===== src/rtl/grey_bcd_pkg.sv =====
// Shared types and helpers for the Gray-to-BCD decoder.
// bcd_digits sizes the packed BCD output for a given binary width.
package grey_bcd_pkg;

  typedef enum logic [1:0] {IDLE, GREY, DABBLE, DONE} dec_state_t;

  localparam logic [3:0] BCD_ADD3 = 4'd3;

  function automatic int bcd_digits(input int w);
    int v;
    int n;
    v = (1 << w) - 1;
    n = 0;
    while (v > 0) begin
      n++;
      v = v / 10;
    end
    if (n == 0) n = 1;
    return n;
  endfunction

endpackage


===== src/rtl/bcd_dabble_step.sv =====
// One double-dabble step: every BCD nibble >= 5 gets +3, then the whole scratch shifts left.
// Purely combinational; binary field sits in the low WIDTH bits, digits above it.
module bcd_dabble_step
  import grey_bcd_pkg::*;
#(
  parameter int NDIG  = 3,
  parameter int WIDTH = 8
) (
  input  logic [4*NDIG+WIDTH-1:0] i_scr,
  output logic [4*NDIG+WIDTH-1:0] o_scr
);

  logic [4*NDIG+WIDTH-1:0] w_add;

  always_comb begin
    w_add = i_scr;
    for (int k = 0; k < NDIG; k++) begin
      if (i_scr[WIDTH+4*k +: 4] >= 4'd5) begin
        w_add[WIDTH+4*k +: 4] = i_scr[WIDTH+4*k +: 4] + BCD_ADD3;
      end
    end
    o_scr = w_add << 1;
  end

endmodule


===== src/rtl/grey_to_bcd_decoder.sv =====
// Bit-serial Gray -> binary -> packed BCD decoder, one word in flight, valid/ready on both sides.
// out_valid rises 2*WIDTH+1 edges after accept; result is held until out_ready.
module grey_to_bcd_decoder
  import grey_bcd_pkg::*;
#(
  parameter  int WIDTH   = 8,
  parameter  int MAX_VAL = 2**WIDTH - 1,
  localparam int NDIG    = bcd_digits(WIDTH)
) (
  input  logic                CLK100MHZ,
  input  logic                CPU_RESETN,
  input  logic [WIDTH-1:0]    grey_in,
  input  logic                in_valid,
  output logic                in_ready,
  output logic [WIDTH-1:0]    bin_out,
  output logic [4*NDIG-1:0]   bcd_out,
  output logic                out_err,
  output logic                out_valid,
  input  logic                out_ready
);

  localparam int SW = 4*NDIG + WIDTH;
  localparam int CW = $clog2(WIDTH + 1);

  dec_state_t            r_state;
  dec_state_t            w_next;
  logic [CW-1:0]         r_cnt;
  logic [WIDTH-1:0]      r_grey;
  logic [WIDTH-1:0]      r_bin;
  logic [SW-1:0]         r_scr;
  logic [SW-1:0]         w_scr_nxt;
  logic [WIDTH-1:0]      r_bin_out;
  logic [4*NDIG-1:0]     r_bcd_out;
  logic                  r_err;
  logic                  w_bin_bit;
  logic                  w_last_grey;
  logic                  w_dab_done;

  // r_grey is consumed MSB first; r_bin[0] is always the previously resolved bit.
  assign w_bin_bit   = r_bin[0] ^ r_grey[WIDTH-1];
  assign w_last_grey = (r_cnt == CW'(WIDTH - 1));
  assign w_dab_done  = (r_cnt == CW'(WIDTH));

  assign in_ready  = (r_state == IDLE) && CPU_RESETN;
  assign out_valid = (r_state == DONE);
  assign bin_out   = r_bin_out;
  assign bcd_out   = r_bcd_out;
  assign out_err   = r_err;

  bcd_dabble_step #(
    .NDIG  (NDIG),
    .WIDTH (WIDTH)
  ) u_step (
    .i_scr (r_scr),
    .o_scr (w_scr_nxt)
  );

  always_ff @(posedge CLK100MHZ) begin
    if (!CPU_RESETN) r_state <= IDLE;
    else             r_state <= w_next;
  end

  always_comb begin
    w_next = r_state;
    case (r_state)
      IDLE:    if (in_valid)    w_next = GREY;
      GREY:    if (w_last_grey) w_next = DABBLE;
      DABBLE:  if (w_dab_done)  w_next = DONE;
      DONE:    if (out_ready)   w_next = IDLE;
      default:                  w_next = IDLE;
    endcase
  end

  always_ff @(posedge CLK100MHZ) begin
    if (!CPU_RESETN) begin
      r_cnt     <= '0;
      r_grey    <= '0;
      r_bin     <= '0;
      r_scr     <= '0;
      r_bin_out <= '0;
      r_bcd_out <= '0;
      r_err     <= 1'b0;
    end else begin
      case (r_state)
        IDLE: begin
          if (in_valid) begin
            r_grey <= grey_in;
            r_bin  <= '0;
            r_cnt  <= '0;
          end
        end
        GREY: begin
          r_grey <= r_grey << 1;
          r_bin  <= {r_bin[WIDTH-2:0], w_bin_bit};
          if (w_last_grey) begin
            r_cnt <= '0;
            r_scr <= {{(4*NDIG){1'b0}}, r_bin[WIDTH-2:0], w_bin_bit};
          end else begin
            r_cnt <= r_cnt + CW'(1);
          end
        end
        DABBLE: begin
          // WIDTH shift steps, then one extra edge to publish the result.
          if (w_dab_done) begin
            r_bin_out <= r_bin;
            r_bcd_out <= r_scr[SW-1 -: 4*NDIG];
            r_err     <= (int'(r_bin) > MAX_VAL);
          end else begin
            r_scr <= w_scr_nxt;
            r_cnt <= r_cnt + CW'(1);
          end
        end
        default: ;
      endcase
    end
  end

endmodule

===== config.mk =====
export PLATFORM = sky130hd
export DESIGN_NAME = grey_to_bcd_decoder
export DESIGN_NICKNAME = d
export VERILOG_FILES = /design/src/rtl/grey_bcd_pkg.sv /design/src/rtl/bcd_dabble_step.sv /design/src/rtl/grey_to_bcd_decoder.sv
export SDC_FILE = /design/constraint.sdc
export NUM_CORES = 1
export LEC_CHECK = 0
export CAP_MARGIN = 20
export CORE_MARGIN = 4
export CORE_UTILIZATION = 25
export DETAILED_ROUTE_END_ITERATION = 7
export PLACE_DENSITY_LB_ADDON = 0.3
export SYNTH_ARGS = -nofsm -noshare
export SYNTH_HDL_FRONTEND = slang
export SYNTH_SLANG_ARGS = --single-unit

===== constraint.sdc =====
create_clock -name CLK100MHZ -period 5.81 [get_ports CLK100MHZ]
set_input_delay 1.162 -clock CLK100MHZ [delete_from_list [all_inputs] [get_ports CLK100MHZ]]
set_output_delay 1.162 -clock CLK100MHZ [all_outputs]
set_load 0.1 [all_outputs]

==> results of run 1 <==
-- power breakdown --
part	leakage [nW]	switching (W)	total (W)	internal (W)
clock network	0.138	0.000207	0.000501	0.000294
registers	0.503	0.0000358	0.000521	0.000486
logic	0.682	0.000264	0.000418	0.000154
-- synth_stat cells, drive strengths merged, types with 2 or more instances --
cell type,n,area (µm²)
mux2i,19,190
xnor2,3,26.3
nand2b,5,31.3
a21oi,16,80.1
o211a,9,90.1
xor2,2,17.5
a22oi,9,67.6
or3,2,17.5
o21ai,13,65.1
inv,13,48.8
a32o,3,30.0
buf,6,31.3
nor3b,2,15.0
o211ai,3,22.5
nor2b,10,62.6
nand4,2,12.5
a211oi,6,45.0
nor2,11,41.3
dfxtp,62,1240
a21boi,15,113
nand2,61,229
ha,14,175
clkbuf,13,48.8
nand3b,2,15.0
nand3,8,40.0
nand4b,2,17.5
o41ai,2,17.5
-- tightest hold or removal path, stage by stage (launching register included) --
cell and delay (ns):
dfxtp_1 0.30, nand2_1 0.05, a21oi_1 0.05
-- metal layers --
metal  wire, µm  GRT usage  up-vias
met3        259     0.0263       12
met1       2930      0.118     1093
li1           -          -     1190
met5          0          0        -
met4         96     0.0446        0
met2       3110      0.172       29
-- kinds of logic (layout without fill, tap and decap cells) --
family | count (synthesis) | after routing | synth area share
DFF | 62 | 62 | 0.431
AOI/OAI and AO/OA | 81 | 81 | 0.197
adders and majority gates | 14 | 14 | 0.0608
buffers and inverters | 32 | 65 | 0.0447
other | 1 | 1 | 0.00130
and+or+nand+nor | 111 | 111 | 0.184
xor gates and xnor gates | 5 | 5 | 0.0152
muxes | 19 | 19 | 0.0660
-- how the worst max path moves through the flow --
| stage | from | end | cells past startpoint |
|---|---|---|---|
| after floorplan | CPU_RESETN | in_ready | 3 |
| after global routing | r_state[0]$_SDFFE_PN0P_ | out_valid | 2 |
| after CTS | CPU_RESETN | in_ready | 3 |
| after global placement | CPU_RESETN | in_ready | 3 |
| after detailed placement | CPU_RESETN | in_ready | 3 |
| final | CPU_RESETN | in_ready | 3 |
-- cell type report --
class	count	area, µm²	area share
Clock inverter	7	58.8	0.0163
Timing Repair Buffer	36	350	0.0971
Sequential cell	62	1240	0.344
Multi-Input combinational cell	231	1510	0.418
Inverter	13	48.8	0.0135
Tap cell	140	175	0.0485
Clock buffer	9	225	0.0624
-- through the flow --
step                      hold WS [ns]  area [µm²]
after global placement           0.443        3320
after detailed placement         0.447        3320
after global routing             0.472        3610
after floorplan                  0.431        2880
final                            0.451        3610
after CTS                        0.455        3600
-- sequential cells by signal (all words and copies together), names as in the netlist --
signal	cells
bcd_out	12
r_bin	8
r_cnt	4
r_scr	20
r_state	2
bin_out	8
r_grey	8
==> impl_metrics.py, run 1 <==
metrics = {
    "cells_and_area": {
        "mostFrequentLayoutCells": "62 x dfxtp_1, 61 x nand2_1, 32 x clkdlybuf4s50_1",
        "finish.utilization": 0.326,
        "layout-area-overhead-vs-synth_pct": 25.3,
        "mostFrequentLayoutCell": "dfxtp_1",
        "fillerInstances": 1173,
        "stdcell_count": 498,
        "final_layout_size_suffix_gt1_frac": 0.0698,
        "antenna_cells_inserted": 0,
        "finalNetCount": 379,
    },
    "power_and_ir_drop": {
        "total_leakage_power_nw": 1.32,
        "report.power.total_w": 0.00144,
        "max-vdd-ir-drop_mv": 0.164,
        "power_density_nw_per_um2": 399,
    },
    "drt": {
        "post_drt_wl_per_cell_um": 12.8,
        "route.antenna.remaining_nets": 0,
        "via_count": 2324,
        "drt_first_pass_iters": 4,
        "drt_iter0_markers": 137,
        "drt-vias-per-instance": 4.67,
        "drc": 0,
        "routed_wirelength_um": 6390,
    },
    "setup_path": {
        "rr_startpoint": "r_state[0]$_SDFFE_PN0P_",
        "critPathMaxStageDelay_ns": 0.56,
        "r2r_cells": 6,
        "cp_startpoint_kind": "input port",
        "path_cells": "clkdlybuf4s50_1, and2_1, buf_4",
        "r2r_setup_slack_ns": 3.16,
        "rr_endpoint": "r_cnt[3]$_SDFFE_PN0P_",
        "critical_path.slowest_cell": "clkdlybuf4s50_1",
        "crit_path_max_fanout": 2,
        "cpLargestDelayFamily": "buffers and inverters",
        "timing.critical_path.arrival_ns": 2.16,
        "wp_buf_inv": 2,
        "setup.worst_path.class": "in2out",
        "endpoint_kind": "output port",
        "worst_ep_required_time_ns": 4.65,
    },
    "sta": {
        "final_setup_violation_count": 0,
        "unrepaired_setup_endpoints_after_global_routing": "false",
        "worst_clock_skew_ns": 0.00833,
        "finalHoldViolations": 0,
        "achievable-frequency_ghz": 0.301,
        "worst_pin_slew_ns": 0.982,
        "final-max-slew-violation-count": 0,
        "setup-tns-final_ns": 0,
        "layout_worst_path_cycle_share": 0.572,
        "worst_slew_margin_rel": 0.343,
        "period_minus_slack_ns": 3.32,
        "finalWorstSetupSlack_ns": 2.49,
    },
    "die": {
        "die-area_um2": 13300,
        "floorplan.initialDensity": 0.260,
        "ios": 35,
        "floorplan_row_count": 38,
        "chipHeight_um": 115,
        "core_area_um2": 11100,
        "die_width_um": 115,
    },
    "synthesis": {
        "yosys_warnings": 0,
        "number_of_instances_in_the_synthesized_netlist": 325,
        "synth_sequential_area_ratio": 0.431,
        "ys_async_sr_fraction": 0,
        "synth_area_um2": 2880,
        "ys_types": 46,
        "syn_avg_cell_area_um2": 8.86,
        "synth_fp_nets": 351,
        "flip_flop_and_latch_count_after_synthesis": 62,
        "synthFlopType": "dfxtp_1",
        "synth_edf_count": 0,
    },
    "cts": {
        "post_cts.repair.setup_buffers": 0,
        "cts_max_level": 3,
        "postCtsResizedCells": 0,
        "worst_skew_pair.late_latency_ns": 0.33,
        "hold_bufs_at_cts": 0,
        "clk_pin_slew_worst_paths_ns": 0.05,
        "cts_buffers": 9,
        "clkSinkCount": 62,
        "cts-root-to-sink-buffers": 2,
        "clock-root-buffer": "clkbuf_16",
        "tritoncts": "done",
    },
    "placement": {
        "rd_place_congestion": 0.755,
        "numPlacedInstances": 481,
        "placement_stage_worst_setup_slack_ns": 2.47,
        "place.detailed.hpwl_um": 4370,
        "port_buffers": 33,
    },
    "hold_path": {
        "hold_start": "bcd_out[4]$_SDFFE_PN0P_",
        "timing.hold.worst.class": "reg2reg",
        "holdPathEnd": "bcd_out[4]$_SDFFE_PN0P_",
        "min_delay_path_depth": 2,
    },
    "global_routing": {
        "grt_start_max_net_pins": 48,
        "grt_first_pass_wirelength_um": 10800,
        "antenna_violations_before_repair": 0,
        "vias_in_the_first_global_route": 2304,
        "gr-total-overflow": 0,
        "global_route.usage.total": 0.101,
    },
    "status": {
        "run_status": "finished, final reports clean",
    },
    "run": {
        "max_cap_violations": 0,
    },
}
Power figures use the tool's default switching activity.
==> run 2: changes to the inputs <==
clock period = 2.8 ns   (was 5.81 ns; I/O delays follow)
==> run 2 against run 1 <==
Non-clock buffer count increased by 5. Worst hold slack improved by 0.0030 ns. Final cell count increased by 1.0%. Clock skew decreased by 0.0015 ns. Utilization increased by 0.54 points. Clock power increased to 2.6 times the previous value. Critical path depth increased by 5. Power increased by 130%.
==> impl_metrics.py, run 2 (same netlist as run 1, synthesis figures left out) <==
metrics = {
    "cells_and_area": {
        "top_register": "r_scr",
        "layout-area-overhead-vs-synth_pct": 27.4,
        "largest_register_ff_count": 20,
        "finalNetCount": 384,
        "antenna_cells_inserted": 0,
        "final_area_um2": 3670,
        "mostFrequentLayoutCells": "62 x dfxtp_1, 61 x nand2_1, 29 x buf_4",
        "mostFrequentLayoutCell": "dfxtp_1",
        "final_layout_size_suffix_gt1_frac": 0.140,
    },
    "global_routing": {
        "gr-usage-met2": 0.162,
        "grt_use_met3": 0.0311,
        "grt_first_pass_wirelength_um": 11100,
        "met1_usage": 0.133,
        "vias_in_the_first_global_route": 2271,
        "antenna_violations_before_repair": 0,
        "grt_most_used_layer": "met2",
        "gr-total-overflow": 0,
        "global_route.usage.total": 0.106,
        "grt_start_max_net_pins": 27,
    },
    "cts": {
        "clkSinkCount": 62,
        "clk_pin_slew_worst_paths_ns": 0.06,
        "hold_bufs_at_cts": 0,
        "cts_buffers": 9,
        "clock-root-buffer": "clkbuf_16",
        "cts-root-to-sink-buffers": 2,
        "cts_max_level": 3,
        "worst_skew_pair.late_latency_ns": 0.33,
        "post_cts.repair.setup_buffers": 0,
        "postCtsResizedCells": 0,
        "tritoncts": "done",
    },
    "drt": {
        "drc": 0,
        "route.antenna.remaining_nets": 0,
        "post_drt_wl_per_cell_um": 13.2,
        "via_count": 2334,
        "drt_iter0_markers": 113,
        "drt-vias-per-instance": 4.64,
        "drt_first_pass_iters": 4,
        "routed_wirelength_um": 6620,
    },
    "hold_path": {
        "timing.hold.worst.class": "reg2reg",
        "min_delay_path_depth": 2,
        "holdPathEnd": "bcd_out[2]$_SDFFE_PN0P_",
        "hold_start": "bcd_out[2]$_SDFFE_PN0P_",
    },
    "placement": {
        "place.detailed.hpwl_um": 4670,
        "rd_place_congestion": 0.816,
        "detailed_place.area_um2": 3320,
        "port_buffers": 33,
    },
    "setup_path": {
        "rr_startpoint": "r_state[0]$_SDFFE_PN0P_",
        "r2r_cells": 8,
        "critPathMaxStageDelay_ns": 0.40,
        "rr_endpoint": "r_scr[9]$_SDFFE_PN0P_",
        "endpoint_kind": "flip-flop",
        "r2r_setup_slack_ns": 0.60,
        "cp_startpoint_kind": "flip-flop",
        "worst_ep_required_time_ns": 3.06,
        "setup.worst_path.class": "reg2reg",
        "critical_path.slowest_cell": "dfxtp_1",
        "crit_path_frequent_cell": "buf_4",
        "crit_path_max_fanout": 15,
        "path_cells": "inv_1, ha_1, buf_4, nand4b_1, buf_4, o211a_2, nand3_1, o21ai_1",
        "timing.critical_path.arrival_ns": 2.46,
    },
    "sta": {
        "worst_clock_skew_ns": 0.00686,
        "period_minus_slack_ns": 2.20,
        "finalHoldViolations": 0,
        "worst_slew_margin_rel": 0.545,
        "final_setup_violation_count": 0,
        "unrepaired_setup_endpoints_after_global_routing": "false",
        "layout_worst_path_cycle_share": 0.787,
        "setup-tns-final_ns": 0,
        "achievable-frequency_ghz": 0.454,
        "final-max-slew-violation-count": 0,
        "worst_pin_slew_ns": 0.681,
    },
    "die": {
        "core_area_um2": 11100,
        "ios": 35,
        "floorplan_row_count": 38,
        "floorplan.initialDensity": 0.260,
        "chipHeight_um": 115,
        "die-area_um2": 13300,
        "die_width_um": 115,
    },
    "power_and_ir_drop": {
        "report.power.total_w": 0.00329,
        "max-vdd-ir-drop_mv": 0.396,
        "total_leakage_power_nw": 1.43,
        "power_density_nw_per_um2": 896,
    },
    "status": {
        "run_status": "finished, final reports clean",
    },
    "run": {
        "max_cap_violations": 0,
    },
}
==> run 2: changes by cell type in the layout (fill, tap and decap cells not counted), sizes merged <==
cell           before  now
clkinv              4    3
buf                 4   30
bufinv              0    3
clkdlybuf4s50      32   11
clkinvlp            1    0
inv                15   14
==> run 2: cell type report <==
type | instances | area (µm²)
fill | 1177 | 7410
multi-input combinational | 231 | 1510
sequential | 62 | 1240
timing repair buffer | 41 | 348
clock buffer | 9 | 225
tap | 140 | 175
clock inverter | 7 | 121
inverter | 13 | 48.8
==> run 2: metal layers <==
layer	up-vias	routed length (µm)
met5	-	0
met4	0	162
met3	12	313
met2	36	3070
met1	1091	3080
li1	1195	-
==> run 2: power by group <==
group / internal (W) / switching (W) / total [W]
sequential: 0.00101 / 0.0000762 / 0.00108
clock: 0.000873 / 0.000420 / 0.00129
combinational: 0.000354 / 0.000557 / 0.000911
==> run 2: metrics by stage <==
stage	hold slack (ns)	setup WS, ns	util	instances
final	0.454	0.596	0.331	503
after global routing	0.477	0.338	0.331	503
after floorplan	0.431	0.389	-	325
after global placement	0.445	0.538	0.300	487
after CTS	0.457	0.539	0.331	503
after detailed placement	0.449	0.543	0.300	487
==> run 2: how the worst max path moves through the flow <==
stage	startpoint	endpoint	slack, ns
final	r_state[0]$_SDFFE_PN0P_	r_scr[9]$_SDFFE_PN0P_	0.60
after floorplan	CPU_RESETN	in_ready	0.39
after detailed placement	in_valid	r_cnt[3]$_SDFFE_PN0P_	0.54
after global routing	r_state[0]$_SDFFE_PN0P_	r_scr[11]$_SDFFE_PN0P_	0.34
after global placement	in_valid	r_cnt[3]$_SDFFE_PN0P_	0.54
after CTS	r_state[0]$_SDFFE_PN0P_	r_scr[9]$_SDFFE_PN0P_	0.54
==> run 2: critical path: cells and delay by family (launching register included) <==
family / cells / cell delay, ns
fa+ha+maj: 1 / 0.23
compound gates: 2 / 0.58
simple gates: 2 / 0.42
buf+inv: 3 / 0.49
flops: 1 / 0.40
==> run 3: changes to the inputs <==
clock period = 1.8 ns   (was 2.8 ns; I/O delays follow)
==> run 3 against run 2 <==
Highest routed layer unchanged. Power increased by 62%. Critical path depth down 2. Largest cell class unchanged. Combinational power up 93%. Routed wire length grew 1.4%. First-iteration DRC count down 16%. Sequential share of layout area down 3.6 points.
==> impl_metrics.py, run 3 (same netlist as run 1, synthesis figures left out) <==
metrics = {
    "cells_and_area": {
        "finalNetCount": 402,
        "fillerInstances": 1121,
        "mostFrequentLayoutCells": "61 x nand2_1, 58 x dfxtp_1, 25 x buf_4",
        "layout-area-overhead-vs-synth_pct": 43.2,
        "largest_register_ff_count": 20,
        "top_register": "r_scr",
        "stdcell_count": 521,
        "final_layout_size_suffix_gt1_frac": 0.220,
        "antenna_cells_inserted": 0,
        "mostFrequentLayoutCell": "nand2_1",
    },
    "setup_path": {
        "critical_path.slowest_cell": "or4_1",
        "endpoint_kind": "flip-flop",
        "cp_startpoint_kind": "flip-flop",
        "crit_path_max_fanout": 4,
        "worst_ep_required_time_ns": 2.04,
        "rr_startpoint": "r_state[0]$_SDFFE_PN0P_",
        "rr_endpoint": "r_cnt[3]$_SDFFE_PN0P_",
        "setup.worst_path.end": "r_cnt[3]$_SDFFE_PN0P_",
        "r2r_setup_slack_ns": 0.004,
        "path_cells": "inv_4, ha_2, and4b_4, or3_4, or4_1, a31oi_1",
        "timing.critical_path.arrival_ns": 2.04,
        "setup.worst_path.class": "reg2reg",
        "critPathMaxStageDelay_ns": 0.40,
        "startpoint": "r_state[0]$_SDFFE_PN0P_",
        "r2r_cells": 6,
    },
    "cts": {
        "cts_max_level": 3,
        "cts_buffers": 9,
        "clock-root-buffer": "clkbuf_16",
        "clk_pin_slew_worst_paths_ns": 0.06,
        "cts-root-to-sink-buffers": 2,
        "clkSinkCount": 62,
        "worst_skew_pair.late_latency_ns": 0.32,
        "tritoncts": "done",
    },
    "status": {
        "run_status": "finished, final reports clean",
    },
    "die": {
        "chipHeight_um": 115,
        "die_width_um": 115,
        "ios": 35,
        "floorplan_row_count": 38,
        "die-area_um2": 13300,
        "core_area_um2": 11100,
        "floorplan.initialDensity": 0.260,
    },
    "drt": {
        "drt-vias-per-instance": 4.62,
        "route.antenna.remaining_nets": 0,
        "drc": 0,
        "drt_iter0_markers": 95,
        "drt_first_pass_iters": 4,
        "via_count": 2409,
        "post_drt_wl_per_cell_um": 12.9,
        "routed_wirelength_um": 6720,
    },
    "power_and_ir_drop": {
        "max-vdd-ir-drop_mv": 0.569,
        "total_leakage_power_nw": 1.57,
        "power_density_nw_per_um2": 1290,
    },
    "sta": {
        "achievable-frequency_ghz": 0.557,
        "fin_worst_hold_slack_ns": 0.462,
        "final_setup_violation_count": 0,
        "layout_worst_path_cycle_share": 0.998,
        "period_minus_slack_ns": 1.80,
        "unrepaired_setup_endpoints_after_global_routing": "true",
        "final-max-slew-violation-count": 0,
        "finalHoldViolations": 0,
        "setup-tns-final_ns": 0,
        "worst_clock_skew_ns": 0.00686,
    },
    "global_routing": {
        "global_route.usage.total": 0.104,
        "antenna_violations_before_repair": 0,
        "grt_first_pass_wirelength_um": 11100,
        "vias_in_the_first_global_route": 2341,
        "grt_start_max_net_pins": 30,
        "gr-total-overflow": 0,
    },
    "placement": {
        "rd_place_congestion": 0.825,
        "place.detailed.hpwl_um": 4770,
        "numPlacedInstances": 502,
        "port_buffers": 33,
    },
    "run": {
        "max_cap_violations": 0,
    },
    "hold_path": {
        "timing.hold.worst.class": "reg2reg",
    },
}
==> run 3: area by class of cell <==
type / count / area (µm²) / share of cell area
flip-flops and latches: 62 / 1250 / 0.303
inverters: 13 / 51.3 / 0.0124
clock inverters: 6 / 92.6 / 0.0224
repair buffers: 59 / 749 / 0.182
multi-input cells: 231 / 1570 / 0.380
well taps: 140 / 175 / 0.0425
clock buffers: 10 / 239 / 0.0579
==> run 3: how the worst min path moves through the flow <==
stage	start	to	slack (ns)	cells after the start
after floorplan	r_bin[7]$_SDFFE_PN0P_	bin_out[7]$_SDFFE_PN0P_	0.43	2
after global placement	r_bin[7]$_SDFFE_PN0P_	bin_out[7]$_SDFFE_PN0P_	0.45	2
after detailed placement	r_bin[7]$_SDFFE_PN0P_	bin_out[7]$_SDFFE_PN0P_	0.46	2
after CTS	r_bin[7]$_SDFFE_PN0P_	bin_out[7]$_SDFFE_PN0P_	0.47	2
after global routing	r_bin[7]$_SDFFE_PN0P_	bin_out[7]$_SDFFE_PN0P_	0.49	2
final	r_bin[7]$_SDFFE_PN0P_	bin_out[7]$_SDFFE_PN0P_	0.46	2
==> run 3: worst max-delay path, delay by kind of cell (launching register included) <==
kind            cells  cell delay, ns
fa+ha+maj           1            0.18
compound gates      1            0.17
flops               1            0.35
simple gates        3            0.98
buf+inv             1            0.05
==> run 3: report_power, final <==
part	total [W]	switching [W]	internal (W)
Clock	0.00188	0.000625	0.00126
Sequential	0.00169	0.000117	0.00158
Combinational	0.00176	0.000955	0.000802
==> run 3: routing by layer <==
metal  up-vias  wire length [µm]  track usage
li1       1237                 -            -
met1      1131              3150        0.131
met2        34              3230        0.171
met3         7               270       0.0332
met4         0                72       0.0329
met5         -                 0            0
==> run 3: through the flow <==
stage               setup WS, ns   util  area, µm²  power, W
floorplan                 0.0340      -       2890   0.00278
global placement         -0.0666  0.335       3710   0.00326
detailed placement       -0.0615  0.335       3710   0.00329
CTS                     0.000620  0.366       4050   0.00522
global route             -0.0614  0.372       4130   0.00562
finish                   0.00384  0.372       4130   0.00533
==> run 3: timing repair <==
action                     in CTS  in global routing
gates cloned                    0                  0
hold buffers                    0                  0
pin swaps                       0                  3
gates resized for setup         2                 10
setup buffers                   0                  3
setup endpoints to repair       7                 18
